File: src/rtl/mdio_phy_slave.sv
// rtl/mdio_phy_slave.sv - Clause 22 MDIO PHY-side responder serving a 32 x 16-bit register file
// Optional feature macro: MDIO_PREAMBLE_SUPPRESS_EN (accept a frame after a single preamble one)
module mdio_phy_slave #(
    parameter logic [4:0]  PHY_ADDR    = 5'd1,
    parameter logic [15:0] PHY_ID1     = 16'h0141,
    parameter logic [15:0] PHY_ID2     = 16'h0CC2,
    parameter int          SYNC_STAGES = 2
) (
    input  logic        clk,
    input  logic        rst_n,
    input  logic        mdc,
    input  logic        mdio_i,
    output logic        mdio_o,
    output logic        mdio_oe,
    input  logic [4:0]  host_addr,
    input  logic [15:0] host_wdata,
    input  logic        host_we,
    output logic [15:0] host_rdata,
    output logic        wr_strobe,
    output logic [4:0]  wr_addr,
    output logic [15:0] wr_data
);
    typedef enum logic [2:0] {
        S_IDLE, S_START, S_OP, S_PHYAD, S_REGAD, S_TA, S_DATA
    } state_t;

    state_t                 state, state_n;
    logic [SYNC_STAGES-1:0] mdc_sync, mdio_sync;
    logic                   mdc_s, mdio_s, mdc_prev, bit_event;
    logic [3:0]             bit_cnt;
    logic [5:0]             pre_cnt;
    logic                   pre_ok, field_last, op_read, match;
    logic [15:0]            shift_in, shift_out;
    logic [4:0]             regad;
    logic [15:0]            regs [32];
    logic                   mdio_commit, host_commit;
    logic [15:0]            commit_data;

    function automatic logic is_id_reg(input logic [4:0] a);
        return a[4:1] == 4'b0001;
    endfunction

    function automatic logic [15:0] reg_value(input logic [4:0] a);
        if (a == 5'd2)      return PHY_ID1;
        else if (a == 5'd3) return PHY_ID2;
        else                return regs[a];
    endfunction

    assign mdc_s     = mdc_sync[SYNC_STAGES-1];
    assign mdio_s    = mdio_sync[SYNC_STAGES-1];
    assign bit_event = mdc_s & ~mdc_prev;

    always_ff @(posedge clk or negedge rst_n) begin
        if (!rst_n) begin
            mdc_sync  <= '0;
            mdio_sync <= '0;
            mdc_prev  <= 1'b0;
        end else begin
            mdc_sync  <= {mdc_sync[SYNC_STAGES-2:0], mdc};
            mdio_sync <= {mdio_sync[SYNC_STAGES-2:0], mdio_i};
            mdc_prev  <= mdc_s;
        end
    end

`ifdef MDIO_PREAMBLE_SUPPRESS_EN
    assign pre_ok = (pre_cnt != 6'd0);
`else
    assign pre_ok = pre_cnt[5];
`endif

    always_ff @(posedge clk or negedge rst_n) begin
        if (!rst_n) state <= S_IDLE;
        else        state <= state_n;
    end

    always_comb begin
        state_n    = state;
        field_last = 1'b0;
        case (state)
            S_OP, S_TA:       field_last = (bit_cnt == 4'd1);
            S_PHYAD, S_REGAD: field_last = (bit_cnt == 4'd4);
            S_DATA:           field_last = (bit_cnt == 4'd15);
            default:          field_last = 1'b0;
        endcase
        if (bit_event) begin
            case (state)
                S_IDLE:  if (!mdio_s && pre_ok) state_n = S_START;
                S_START: state_n = mdio_s ? S_OP : S_IDLE;
                S_OP:    if (field_last) state_n = (shift_in[0] ^ mdio_s) ? S_PHYAD : S_IDLE;
                S_PHYAD: if (field_last) state_n = S_REGAD;
                S_REGAD: if (field_last) state_n = S_TA;
                S_TA:    if (field_last) state_n = S_DATA;
                S_DATA:  if (field_last) state_n = S_IDLE;
                default: state_n = S_IDLE;
            endcase
        end
    end

    // Frame datapath: field shifter, preamble counter and read-data serializer
    always_ff @(posedge clk or negedge rst_n) begin
        if (!rst_n) begin
            bit_cnt   <= 4'd0;
            pre_cnt   <= 6'd0;
            shift_in  <= 16'd0;
            shift_out <= 16'd0;
            op_read   <= 1'b0;
            match     <= 1'b0;
            regad     <= 5'd0;
            mdio_oe   <= 1'b0;
            mdio_o    <= 1'b0;
        end else if (bit_event) begin
            shift_in <= {shift_in[14:0], mdio_s};
            bit_cnt  <= (state_n != state) ? 4'd0 : bit_cnt + 4'd1;
            if (state != S_IDLE || !mdio_s) pre_cnt <= 6'd0;
            else if (pre_cnt != 6'h3F)      pre_cnt <= pre_cnt + 6'd1;
            if (state == S_OP && field_last)    op_read <= shift_in[0] & ~mdio_s;
            if (state == S_PHYAD && field_last) match <= ({shift_in[3:0], mdio_s} == PHY_ADDR);
            if (state == S_REGAD && field_last) regad <= {shift_in[3:0], mdio_s};
            if (state == S_DATA && field_last) begin
                mdio_oe <= 1'b0;
                mdio_o  <= 1'b0;
            end else if (state == S_TA && bit_cnt == 4'd0 && match && op_read) begin
                mdio_oe   <= 1'b1;
                mdio_o    <= 1'b0;
                shift_out <= reg_value(regad);
            end else if (mdio_oe) begin
                mdio_o    <= shift_out[15];
                shift_out <= {shift_out[14:0], 1'b0};
            end
        end
    end

    assign mdio_commit = bit_event && state == S_DATA && field_last && match && !op_read;
    assign commit_data = {shift_in[14:0], mdio_s};
    // MDIO wins a same-cycle collision on one register
    assign host_commit = host_we && !is_id_reg(host_addr) && !(mdio_commit && host_addr == regad);

    always_ff @(posedge clk or negedge rst_n) begin
        if (!rst_n) begin
            for (int i = 0; i < 32; i++) regs[i] <= 16'd0;
            wr_strobe  <= 1'b0;
            wr_addr    <= 5'd0;
            wr_data    <= 16'd0;
            host_rdata <= 16'd0;
        end else begin
            wr_strobe <= mdio_commit;
            if (mdio_commit) begin
                wr_addr <= regad;
                wr_data <= commit_data;
                if (!is_id_reg(regad)) regs[regad] <= commit_data;
            end
            if (host_commit) regs[host_addr] <= host_wdata;
            host_rdata <= reg_value(host_addr);
        end
    end
endmodule

File: config.mk
export PLATFORM = sky130hd
export DESIGN_NAME = mdio_phy_slave
export DESIGN_NICKNAME = d
export VERILOG_FILES = /design/src/rtl/mdio_phy_slave.sv
export SDC_FILE = /design/constraint.sdc
export NUM_CORES = 2
export LEC_CHECK = 0
export BUFFER_PORTS_ARGS = -buffer_cell sky130_fd_sc_hd__clkbuf_2
export CORE_ASPECT_RATIO = 1.25
export CORE_MARGIN = 8
export CORE_UTILIZATION = 55
export CTS_CLUSTER_DIAMETER = 120
export CTS_CLUSTER_SIZE = 12
export DETAILED_ROUTE_END_ITERATION = 8
export PLACE_DENSITY = 0.69
export SLEW_MARGIN = 30
export SYNTH_ARGS = -nofsm -noshare
export SYNTH_HDL_FRONTEND = slang
export SYNTH_SLANG_ARGS = --single-unit
File: constraint.sdc
create_clock -name clk -period 4.3 [get_ports clk]
set_input_delay 1.075 -clock clk [delete_from_list [all_inputs] [get_ports clk]]
set_output_delay 1.075 -clock clk [all_outputs]
set_load 0.1 [all_outputs]
==> flow_summary.ini <==
[final_layout]
num-nets-final = 3171
fin_util_pct = 58.66
final_cell_count_no_fill = 3994
fillCellCount = 5260
drive_gt1_share_pct = 18.76
area_growth_pct = 5.818

[synthesis]
ys_warn_count = 0
synthesis.area_um2 = 35630
yosysUniqueCellTypes = 70
syn_avg_cell_area_um2 = 10.88
async_flop_share_pct = 100.0
ys_seq_elements = 600
synth_edf_count = 0
netlist_instances = 3275
syn_nets = 3306
yosysSeqAreaShare_pct = 42.14
synth_flop_cell = dfrtp_1

[critical_path]
cp_cell_sequence = or3b_2, nor2_1, o221ai_4, inv_4, buf_4, nand3_2, mux2i_1, o21ai_0
r2r_setup_slack_ns = 0.87
crit_buf_inv = 2
crit_type = reg2reg
cp_slowest_cell = nand3_2
arrival_ns = 3.93
crit_required_ns = 4.80
worstSetupEndpointType = flop
crit_path_max_incr_delay_ns = 0.62
cpLargestDelayFamily = simple AND/OR/NAND/NOR gates
reg2reg_to = regs[48]
reg2reg_depth = 8
critPathLaunchType = flop
cp_max_fo = 22
timing.rr.start = state[0]

[detailed_routing]
drc = 0
drt-total-wl_um = 116000
first_pass_iters = 6
final_antenna_net_count = 0
via_count = 27347
viasPerCell = 6.847
drt_iter0_markers = 3457
post_drt_wl_per_cell_um = 29.04

[global_route]
antenna_found_initial = 4
gr-total-overflow = 0
grt_use_total_pct = 31.38
grt_pass1_vias = 27288
grt_pass1_wl_um = 176400
grt_max_degree = 97

[floorplanning]
core_um2 = 64280
die_w_um = 243.7
die_h_um = 300.6
placementRows = 104
io_pins = 66
dieArea_um2 = 73240
initial_core_util_pct = 55.43

[pwr]
pwr_density_cell_nw_per_um2 = 417.4
p_sw_share_pct = 32.40
cellLeakagePower_nw = 17.30
p_clk_share_pct = 28.2
intPower_w = 0.01064
p_seq_share_pct = 48.4
comb_power_share_pct = 23.3
p_switching_w = 0.005100
peakVddDrop_uv = 338.8

[cts]
clk_path_buf_depth = 3
cts_inserted_buffers = 55
clock_sinks = 600
h-tree-depth = 2
cts_hold_buf = 0
tritoncts = built
insertion_delay_ns = 0.65
cts_setup_buffers = 0
clk_pin_slew_ns = 0.07
cts_root_buf = clkbuf_16
cts_resized = 0

[worst_hold_path]
hold_depth = 0
holdCritStartpoint = mdio_sync[0]
hold_path.class = reg2reg
whs_endpoint = mdio_sync[1]

[placed_design]
dp.cells = 3930
port_buffers = 65
dpl.hpwl_um = 76200
place_congestion = 0.9403

[sta]
rsz0062_at_grt = false
drv_slew = 0
max_freq_ghz = 0.2917
finalCritPeriodShare_pct = 79.73
worst_pin_slew_ns = 1.005
fin_crit_ns = 3.428
final-setup-viol-count = 0
finClkSkew_ns = 0.02956
tns_ns = 0
holdWs_ns = 0.3489
hold_violations = 0
maxSlewHeadroom_pct = 33.03

[outcome]
outcome = finished clean

[job]
cap_viol_max_count = 0
-- sequential cells by signal, summed over array words and instances (netlist names), 2 cells and up --
name        flops
shift_out      16
regad           5
state           3
host_rdata     16
wr_addr         5
regs          504
pre_cnt         6
wr_data        16
mdc_sync        2
shift_in       15
mdio_sync       2
bit_cnt         4
-- Yosys cell counts (3+ instances only) --
cell type  count  share of area [%]
mux2i_1      486                 14
nand4_1       15               0.26
nor3b_1        3              0.063
buf_2         76                1.1
buf_6          7               0.22
a31oi_1       18               0.32
nor2_1       220                2.3
dfrtp_1      600                 42
o221ai_1       6               0.15
nor4b_1        3              0.074
xnor2_1        3              0.074
a211o_1        4              0.098
nand2_1      419                4.4
clkbuf_1     229                2.4
o21ai_0      159                2.2
a21oi_1      229                3.2
nand3_4       28                1.4
nand3_1       25               0.35
nand4b_1       3              0.074
buf_12        16               0.90
and3b_1        3              0.074
xor2_1         3              0.074
mux4_2       244                 15
a221oi_1      17               0.42
nand2b_1      11               0.19
and3_1         8               0.14
buf_4          3              0.063
mux2_2        15               0.47
clkbuf_2      15               0.21
nor3_1         9               0.13
inv_1          9              0.095
nor2b_1       15               0.26
buf_8         13               0.55
nand3b_1       4              0.084
ha_1           5               0.18
a22oi_1       90                1.9
o21ai_1      162                2.3
o211ai_1      12               0.25
and2_1         5              0.088
buf_1         28               0.29
a22o_1        18               0.44
-- layer usage --
metal	part of all wire [%]	track usage (%)	wire length, um	up-vias
met3	10	8.188	12170	355
met2	46	48.28	53590	1617
met1	38	41.22	44070	13781
met5	0.020	0	23	-
met4	5.3	15.36	6128	4
li1	-	-	-	11590
-- worst max-delay path by stage --
stage                       startpoint             to  slack (ns)  cells past startpoint
after CTS                     state[0]       regs[48]        0.91                      8
final                         state[0]       regs[48]        0.87                      8
after global placement    host_addr[0]  host_rdata[6]        0.87                      5
after detailed placement  host_addr[1]      regs[438]        0.89                      7
after floorplan           host_addr[0]  host_rdata[6]        1.13                      8
after global routing          state[0]       regs[48]        0.71                      8
-- layout make-up --
class | count | area [um2] | area share [%]
Multi-Input combinational cell | 2278 | 18650 | 49.46
Antenna cell | 1 | 2.502 | 0.006637
Timing Repair Buffer | 195 | 1485 | 3.939
Tap cell | 848 | 1061 | 2.814
Inverter | 10 | 40.04 | 0.1062
Clock inverter | 3 | 48.80 | 0.1294
Clock buffer | 59 | 1391 | 3.690
Sequential cell | 600 | 15030 | 39.85
-- layout by cell type, fill, tap and decap left out, drive strengths merged, types with 3 or more instances in the layout --
master and instances:
nor2 222, dfrtp 600, clkbuf 121, nand3 55, xnor2 3, and3b 3, mux4 244, and2 5
a211o 4, nor3 10, a22o 18, and3 8, nand2 419, o21ai 321, mux2 15, a22oi 90
inv 13, ha 5, nor4b 3, o211ai 13, xor2 3, nor3b 3, nor2b 15, a221oi 17
a21oi 230, o221ai 7, buf 133, mux2i 486, nand4b 3, nand3b 4, nand4 15, nand2b 11
a31oi 18
-- metrics by stage --
step                power [W]  setup WS [ns]  cell area, um2
floorplan            0.009993          1.129           35630
global placement      0.01104         0.8706           36220
detailed placement    0.01127         0.8868           36230
CTS                   0.01569         0.9111           37670
global route          0.01636         0.7063           37700
finish                0.01574         0.8716           37700
-- worst register-to-register path: stages (launching register included) --
cell	delay, ns
dfrtp_1	0.54
or3b_2	0.58
nor2_1	0.22
o221ai_4	0.17
inv_4	0.36
buf_4	0.33
nand3_2	0.62
mux2i_1	0.36
o21ai_0	0.12
-- logic make-up after synthesis --
kind of cell / count (synthesis) / share of synthesized area, %
xor gates and xnor gates: 6 / 0.1475
and+or+nand+nor: 785 / 10.25
DFF: 600 / 42.14
adders and majority gates: 5 / 0.1756
muxes: 745 / 29.55
buffers and inverters: 397 / 5.829
AOI/OAI and AO/OA: 737 / 11.91
-- power groups by stage --
| stage | clock (W) | sequential [W] | combinational [W] |
|---|---|---|---|
| 3_3_place_gp | 0 | 0.00756 | 0.00348 |
| 6_report | 0.00445 | 0.00763 | 0.00367 |
| 4_1_cts | 0.00451 | 0.00758 | 0.00361 |
| 2_1_floorplan | 0 | 0.00750 | 0.00249 |
| 5_1_grt | 0.00471 | 0.00773 | 0.00392 |
| 3_5_place_dp | 0 | 0.00768 | 0.00360 |
No activity file was read; power rests on OpenSTA's default activity.
